File: config.mk
export PLATFORM = sky130hd
export DESIGN_NAME = dout_display_receiver_flat
export DESIGN_NICKNAME = d
export VERILOG_FILES = /design/src/rtl/dout_display_receiver_pkg.sv /design/src/rtl/dout_display_receiver_if.sv /design/src/rtl/bin_to_bcd_serial.sv /design/src/rtl/dout_display_receiver.sv /design/src/flat_wrapper.sv
export SDC_FILE = /design/constraint.sdc
export NUM_CORES = 1
export LEC_CHECK = 0
export CAP_MARGIN = 40
export CORE_MARGIN = 2
export CORE_UTILIZATION = 55
export CTS_BUF_LIST = sky130_fd_sc_hd__clkbuf_8
export CTS_CLUSTER_SIZE = 28
export DETAILED_ROUTE_END_ITERATION = 7
export GPL_ROUTABILITY_DRIVEN = 0
export HOLD_SLACK_MARGIN = 0.1
export MAX_ROUTING_LAYER = met4
export PLACE_DENSITY = 0.81
export REMOVE_ABC_BUFFERS = 1
export SYNTH_ARGS = -nofsm -noshare
export SYNTH_HDL_FRONTEND = slang
export SYNTH_SLANG_ARGS = --single-unit
File: constraint.sdc
create_clock -name clk -period 2.1 [get_ports clk]
set_input_delay 0.21 -clock clk [delete_from_list [all_inputs] [get_ports clk]]
set_output_delay 0.21 -clock clk [all_outputs]
set_load 0.01 [all_outputs]
File: src/rtl/dout_display_receiver_pkg.sv
// Shared digit codes, FSM states, request record and the 7-segment decoder
// for the CPU output-port display receiver.
package dout_display_receiver_pkg;

  localparam logic [3:0] DIG_BLANK = 4'hA;
  localparam logic [3:0] DIG_MINUS = 4'hB;

  typedef enum logic {
    ST_IDLE,
    ST_CONV
  } state_t;

  typedef struct packed {
    logic [7:0] data;
    logic       sgn;
  } req_t;

  // Active-high {g,f,e,d,c,b,a} pattern for a digit code.
  function automatic logic [6:0] seg7(input logic [3:0] dig);
    logic [6:0] p;
    case (dig)
      4'd0:      p = 7'h3F;
      4'd1:      p = 7'h06;
      4'd2:      p = 7'h5B;
      4'd3:      p = 7'h4F;
      4'd4:      p = 7'h66;
      4'd5:      p = 7'h6D;
      4'd6:      p = 7'h7D;
      4'd7:      p = 7'h07;
      4'd8:      p = 7'h7F;
      4'd9:      p = 7'h6F;
      DIG_MINUS: p = 7'h40;
      default:   p = 7'h00;
    endcase
    return p;
  endfunction

endpackage

File: src/rtl/dout_display_receiver_if.sv
// CPU output port as seen by the display receiver: data/valid/mode towards
// the receiver, status back towards the CPU.
interface dout_display_receiver_if;
  logic [7:0] dout;
  logic       dval;
  logic       signed_mode;
  logic       busy;
  logic       overrun;

  modport master (output dout, dval, signed_mode, input busy, overrun);
  modport slave  (input dout, dval, signed_mode, output busy, overrun);
endinterface

File: src/rtl/bin_to_bcd_serial.sv
// Serial shift-add-3 binary to BCD converter: 8 cycles after start, done
// pulses and the BCD outputs carry the final result for that cycle only.
module bin_to_bcd_serial (
  input  logic       clk,
  input  logic       reset_n,
  input  logic       start,
  input  logic [7:0] mag,
  output logic [3:0] hundreds,
  output logic [3:0] tens,
  output logic [3:0] units,
  output logic       done
);

  logic [7:0]  bin_q, bin_d;
  logic [11:0] bcd_q, bcd_d, adj;
  logic [2:0]  cnt_q, cnt_d;
  logic        act_q, act_d;

  always_comb begin
    bin_d = bin_q;
    bcd_d = bcd_q;
    cnt_d = cnt_q;
    act_d = act_q;
    done  = 1'b0;
    adj   = bcd_q;
    for (int unsigned i = 0; i < 3; i++) begin
      if (bcd_q[4*i +: 4] >= 4'd5) adj[4*i +: 4] = bcd_q[4*i +: 4] + 4'd3;
    end
    if (start) begin
      bin_d = mag;
      bcd_d = '0;
      cnt_d = '0;
      act_d = 1'b1;
    end else if (act_q) begin
      {bcd_d, bin_d} = {adj[10:0], bin_q, 1'b0};
      cnt_d          = cnt_q + 3'd1;
      if (cnt_q == 3'd7) begin
        done  = 1'b1;
        act_d = 1'b0;
      end
    end
  end

  // Outputs come from the next-state value so the caller can capture the
  // result on the same edge as the eighth shift.
  assign hundreds = bcd_d[11:8];
  assign tens     = bcd_d[7:4];
  assign units    = bcd_d[3:0];

  always_ff @(posedge clk or negedge reset_n) begin
    if (!reset_n) begin
      bin_q <= '0;
      bcd_q <= '0;
      cnt_q <= '0;
      act_q <= 1'b0;
    end else begin
      bin_q <= bin_d;
      bcd_q <= bcd_d;
      cnt_q <= cnt_d;
      act_q <= act_d;
    end
  end

endmodule

File: src/rtl/dout_display_receiver.sv
// Captures CPU output bytes on dval rising edges, converts them to decimal and
// drives a 4-digit multiplexed 7-segment display (sign, hundreds, tens, units).
module dout_display_receiver
  import dout_display_receiver_pkg::*;
#(
  parameter int unsigned REFRESH_DIV    = 50_000,
  parameter bit          SEG_ACTIVE_LOW = 1'b1
) (
  input  logic                          clk,
  input  logic                          reset_n,
  dout_display_receiver_if.slave        cpu,
  output logic [6:0]                    seg,
  output logic [3:0]                    an
);

  localparam int unsigned CW       = (REFRESH_DIV > 2) ? $clog2(REFRESH_DIV) : 1;
  localparam logic [CW-1:0] CNT_LAST = CW'(REFRESH_DIV - 1);
  localparam logic [6:0] SEG_ZERO  = seg7(4'd0);
  localparam logic [6:0] SEG_RST   = SEG_ACTIVE_LOW ? ~SEG_ZERO : SEG_ZERO;
  localparam logic [3:0] AN_RST    = SEG_ACTIVE_LOW ? 4'b1110 : 4'b0001;

  state_t           state_q, state_d;
  logic             dval_q, dval_d;
  req_t             pend_q, pend_d;
  logic             pend_vld_q, pend_vld_d;
  logic             overrun_q, overrun_d;
  logic             neg_q, neg_d;
  logic [3:0][3:0]  digit_q, digit_d;
  logic [1:0]       sel_q, sel_d;
  logic [CW-1:0]    cnt_q, cnt_d;
  logic [3:0]       an_q, an_d;
  logic [6:0]       seg_q, seg_d;

  req_t       cur, req;
  logic       rise, start, done;
  logic [7:0] mag;
  logic [3:0] bcd_h, bcd_t, bcd_u;

  bin_to_bcd_serial u_bcd (
    .clk      (clk),
    .reset_n  (reset_n),
    .start    (start),
    .mag      (mag),
    .hundreds (bcd_h),
    .tens     (bcd_t),
    .units    (bcd_u),
    .done     (done)
  );

  always_comb begin
    state_d    = state_q;
    dval_d     = cpu.dval;
    pend_d     = pend_q;
    pend_vld_d = pend_vld_q;
    overrun_d  = overrun_q;
    neg_d      = neg_q;
    digit_d    = digit_q;
    cur        = {cpu.dout, cpu.signed_mode};
    rise       = cpu.dval & ~dval_q;
    start      = 1'b0;
    req        = cur;

    case (state_q)
      ST_IDLE: begin
        // A waiting request has priority; a coincident rise refills the slot.
        if (pend_vld_q) begin
          req        = pend_q;
          start      = 1'b1;
          pend_vld_d = 1'b0;
          if (rise) begin
            pend_d     = cur;
            pend_vld_d = 1'b1;
          end
        end else if (rise) begin
          start = 1'b1;
        end
        if (start) begin
          state_d = ST_CONV;
          neg_d   = req.sgn & req.data[7];
        end
      end
      ST_CONV: begin
        if (rise) begin
          pend_d     = cur;
          pend_vld_d = 1'b1;
          if (pend_vld_q) overrun_d = 1'b1;
        end
        if (done) begin
          digit_d[3] = neg_q ? DIG_MINUS : DIG_BLANK;
          digit_d[2] = (bcd_h == 4'd0) ? DIG_BLANK : bcd_h;
          digit_d[1] = (bcd_h == 4'd0 && bcd_t == 4'd0) ? DIG_BLANK : bcd_t;
          digit_d[0] = bcd_u;
          state_d    = ST_IDLE;
        end
      end
      default: state_d = ST_IDLE;
    endcase

    mag = (req.sgn & req.data[7]) ? (~req.data + 8'd1) : req.data;
  end

  // Digit scan: an and seg are both registered from the same select value.
  always_comb begin
    cnt_d = (cnt_q == CNT_LAST) ? '0 : cnt_q + 1'b1;
    sel_d = (cnt_q == CNT_LAST) ? sel_q + 2'd1 : sel_q;
    an_d  = SEG_ACTIVE_LOW ? ~(4'b0001 << sel_q) : (4'b0001 << sel_q);
    seg_d = SEG_ACTIVE_LOW ? ~seg7(digit_q[sel_q]) : seg7(digit_q[sel_q]);
  end

  always_ff @(posedge clk or negedge reset_n) begin
    if (!reset_n) begin
      state_q    <= ST_IDLE;
      dval_q     <= 1'b0;
      pend_q     <= '0;
      pend_vld_q <= 1'b0;
      overrun_q  <= 1'b0;
      neg_q      <= 1'b0;
      digit_q    <= {DIG_BLANK, DIG_BLANK, DIG_BLANK, 4'd0};
      sel_q      <= '0;
      cnt_q      <= '0;
      an_q       <= AN_RST;
      seg_q      <= SEG_RST;
    end else begin
      state_q    <= state_d;
      dval_q     <= dval_d;
      pend_q     <= pend_d;
      pend_vld_q <= pend_vld_d;
      overrun_q  <= overrun_d;
      neg_q      <= neg_d;
      digit_q    <= digit_d;
      sel_q      <= sel_d;
      cnt_q      <= cnt_d;
      an_q       <= an_d;
      seg_q      <= seg_d;
    end
  end

  assign cpu.busy    = (state_q == ST_CONV);
  assign cpu.overrun = overrun_q;
  assign seg         = seg_q;
  assign an          = an_q;

endmodule

File: src/flat_wrapper.sv
// flat-port wrapper written by rule: the top's interface ports become plain ports
module dout_display_receiver_flat import dout_display_receiver_pkg::*;
#(
  parameter int unsigned REFRESH_DIV    = 50_000,
  parameter bit          SEG_ACTIVE_LOW = 1'b1
)
  (clk, reset_n, seg, an, cpu_dout, cpu_dval, cpu_signed_mode, cpu_busy, cpu_overrun);
  dout_display_receiver_if cpu_i ();
  input  logic clk;
  input  logic reset_n;
  output logic [6:0] seg;
  output logic [3:0] an;
  input wire logic [$bits(cpu_i.dout)-1:0] cpu_dout;
  input wire logic [$bits(cpu_i.dval)-1:0] cpu_dval;
  input wire logic [$bits(cpu_i.signed_mode)-1:0] cpu_signed_mode;
  output wire logic [$bits(cpu_i.busy)-1:0] cpu_busy;
  output wire logic [$bits(cpu_i.overrun)-1:0] cpu_overrun;
  assign cpu_i.dout = cpu_dout;
  assign cpu_i.dval = cpu_dval;
  assign cpu_i.signed_mode = cpu_signed_mode;
  assign cpu_busy = cpu_i.busy;
  assign cpu_overrun = cpu_i.overrun;
  dout_display_receiver #(.REFRESH_DIV(REFRESH_DIV), .SEG_ACTIVE_LOW(SEG_ACTIVE_LOW)) u_core (.clk(clk), .reset_n(reset_n), .cpu(cpu_i), .seg(seg), .an(an));
endmodule
==> results.cfg <==
[status]
run_status = finished clean

[grt]
grt_start_max_net_pins = 45
gr_overflow_total = 0
grt_pass1_vias = 2963
grt_first_pass_wirelength_um = 13500
grt_util_all_layers = 0.206
number_of_antenna_violations_at_the_first_check_in_global_routing = 0

[timing]
final-max-slew-violation-count = 0
clock_skew_ns = 0.00871
min_period_ns = 1.93
timing.max_slew.rel_slack = 0.655
max_freq_mhz = 519
max_slew.worst_pin.slew_ns = 0.516
hold_viol_final = 0
period_share = 0.918
rsz0062_at_grt = no
finalSetupViolations = 0
final.setup.worst_slack_ns = 0.173
fin_hold_ws_ns = 0.361

[route]
via_count = 2970
detailedRoute.firstPassIterationCount = 4
wire_per_inst_um = 14.3
detail_route.drc_violations = 0
ant_nets = 0
drt-total-wl_um = 7690
drt-initial-drc-count = 175
routed_via_density = 5.53

[floorplan]
core.rowCount = 31
core_area_um2 = 7250
fp.dieArea_um2 = 8220
vertical_die_dimension_um = 90.7
boundary_pins = 25
die_x_um = 90.7
initial_core_util = 0.570

[synth]
synth.avg_cell_area_um2 = 10.4
post_synth_main_area_contributors = dfrtp_1, mux2i_1, ha_1
post_synthesis_cell_area_um2 = 4130
synth_seq_cells = 80
synth.top_cells.by_count = dfrtp_1, nor2_1, nand2_1, mux2i_1, a21oi_1
synth.most_common_cell = dfrtp_1
ys_async_sr_fraction = 1.00
yosys.cell_types.count = 54
ys_warn_count = 0
synth_top_flop_cell = dfrtp_1
synth_top_cell_by_area = dfrtp_1
netlist.area_leader.share = 0.436
synth-seq-area-share = 0.487
postSynthCellCount = 399
synth-edff-count = 0

[power_and_ir_drop]
p_per_area_nw_per_um2 = 1250
vdd_ir_drop_max_uv = 557
leakage_nw = 2.06

[critical_path]
critPathTopFamily = compound AO/OA/AOI/OAI gates
cp-end-kind = flip-flop
critPathSlowestCell = dfrtp_1
timing.critical_path.buf_inv = 2
wp_data_required_ns = 2.34
critical-path-max-stage-delay_ns = 0.45
worstSetupPathType = flip-flop to flip-flop
cp_cell_sequence = inv_1, ha_1, nand2b_1, a2111oi_0, a311oi_1, buf_4, o31ai_1
critPathMaxFanout = 6
critPathLaunchType = flip-flop
cp.arrival_ns = 2.17

[placement]
detailedPlacementHpwl_um = 5530
pre_cts_slack_ns = 0.142
place.port_buffers = 24

[cts]
cts_buffer_depth = 2
clockRootBuffer = clkbuf_8
tritoncts = done
worstSkewPairLatency_ns = 0.35
path_clk_slew_ns = 0.08
clock_sinks = 80
cts-buffers-inserted = 9
ctsHtreeMaxLevel = 3

[layout]
drive_above_1_share = 0.148
area_overhead_of_the_layout_relative_to_synthesis_pct = 16.1
layout.nets = 464
diodes = 0

[min_path]
timing.hold.worst.class = primary input to flip-flop

[flow_run]
max_cap_viol_count = 0
## placed cells by master (no fill, tap or decap), types with 8 or more instances in the layout
| cell type | n |
|---|---|
| dfrtp_1 | 72 |
| nor2_1 | 39 |
| nand2_1 | 29 |
| mux2i_1 | 24 |
| clkdlybuf4s50_1 | 23 |
| a21oi_1 | 21 |
| inv_1 | 20 |
| ha_1 | 19 |
| xnor2_1 | 16 |
| o21ai_0 | 15 |
| nand3_1 | 15 |
| buf_4 | 13 |
| o21ai_1 | 11 |
| mux2_2 | 11 |
| clkbuf_8 | 9 |
| dfstp_2 | 8 |
## layer usage
layer | GRT usage | wire [µm] | up-vias
met2 | 0.336 | 3810 | 73
li1 | - | - | 1462
met3 | 0.0534 | 363 | 9
met4 | 0.0449 | 70 | 0
met1 | 0.260 | 3450 | 1426
met5 | - | 0 | -
## registers in the layout (all words and copies together) (netlist names), 2 cells and up
name	cells
u_core.u_bcd.bcd_q	12
u_core.digit_q	13
u_core.cnt_q	16
u_core.sel_q	2
u_core.an	4
u_core.pend_q	9
u_core.seg	7
u_core.u_bcd.cnt_q	3
u_core.u_bcd.bin_q	8
## cell type report
type / count / area (µm²)
fillers: 569 / 2450
flip-flops and latches: 80 / 2010
multi-input cells: 281 / 1950
repair buffers: 38 / 358
clock inverters: 7 / 141
clock buffers: 9 / 124
well taps: 99 / 124
inverters: 23 / 86.3
## through the flow
| step | area, µm² | util | TNS, ns | total power, mW | cells |
|---|---|---|---|---|---|
| after floorplan | 4050 | - | -0.0595 | 3.83 | 384 |
| after global placement | 4520 | 0.623 | 0 | 4.39 | 520 |
| after detailed placement | 4520 | 0.623 | 0 | 4.52 | 520 |
| after CTS | 4790 | 0.661 | 0 | 6.01 | 537 |
| after global routing | 4800 | 0.662 | 0 | 6.43 | 537 |
| final | 4800 | 0.662 | 0 | 5.99 | 537 |
## power breakdown
part / internal, mW / switching [mW] / total [mW]
clock network: 0.912 / 0.558 / 1.47
registers: 2.02 / 0.348 / 2.37
logic: 0.973 / 1.18 / 2.15
total: 3.91 / 2.08 / 5.99
## worst register-to-register path, stage by stage (launching register included)
cell and delay, ns:
dfrtp_1 0.45, inv_1 0.08, ha_1 0.23, nand2b_1 0.14, a2111oi_0 0.43, a311oi_1 0.13
buf_4 0.17, o31ai_1 0.21
## what timing repair did
item                                    4_1_cts  5_1_grt
setup buffers                                 0        0
endpoints found under the hold margin        32        0
hold buffers                                  1        0
endpoints found under the setup margin        0        2
resized for setup                             0        2
## worst paths after layout
kind	startpoint	end	slack [ns]	depth (start not counted)
max reg2reg	u_core.u_bcd.bcd_q[4]$_DFF_PN0_	u_core.digit_q[6]$_DFFE_PN0P_	0.17	7
max	u_core.u_bcd.bcd_q[4]$_DFF_PN0_	u_core.digit_q[6]$_DFFE_PN0P_	0.17	7
min	cpu_dval	u_core.dval_q$_DFF_PN0_	0.36	1
max in group asynchronous	reset_n	u_core.an[1]$_DFF_PN1_	1.09	3
min reg2reg	u_core.digit_q[1]$_DFFE_PN0P_	u_core.digit_q[1]$_DFFE_PN0P_	0.48	2
min in group asynchronous	reset_n	u_core.seg[4]$_DFF_PN0_	0.39	2
## cell families after synthesis
logic type	synth area share
AOI/OAI and AO/OA	0.124
xor gates and xnor gates	0.0487
and+or+nand+nor	0.142
muxes	0.0999
buffers and inverters	0.0418
adders and majority gates	0.0575
DFF	0.487
No activity file was read; power rests on OpenSTA's default activity.
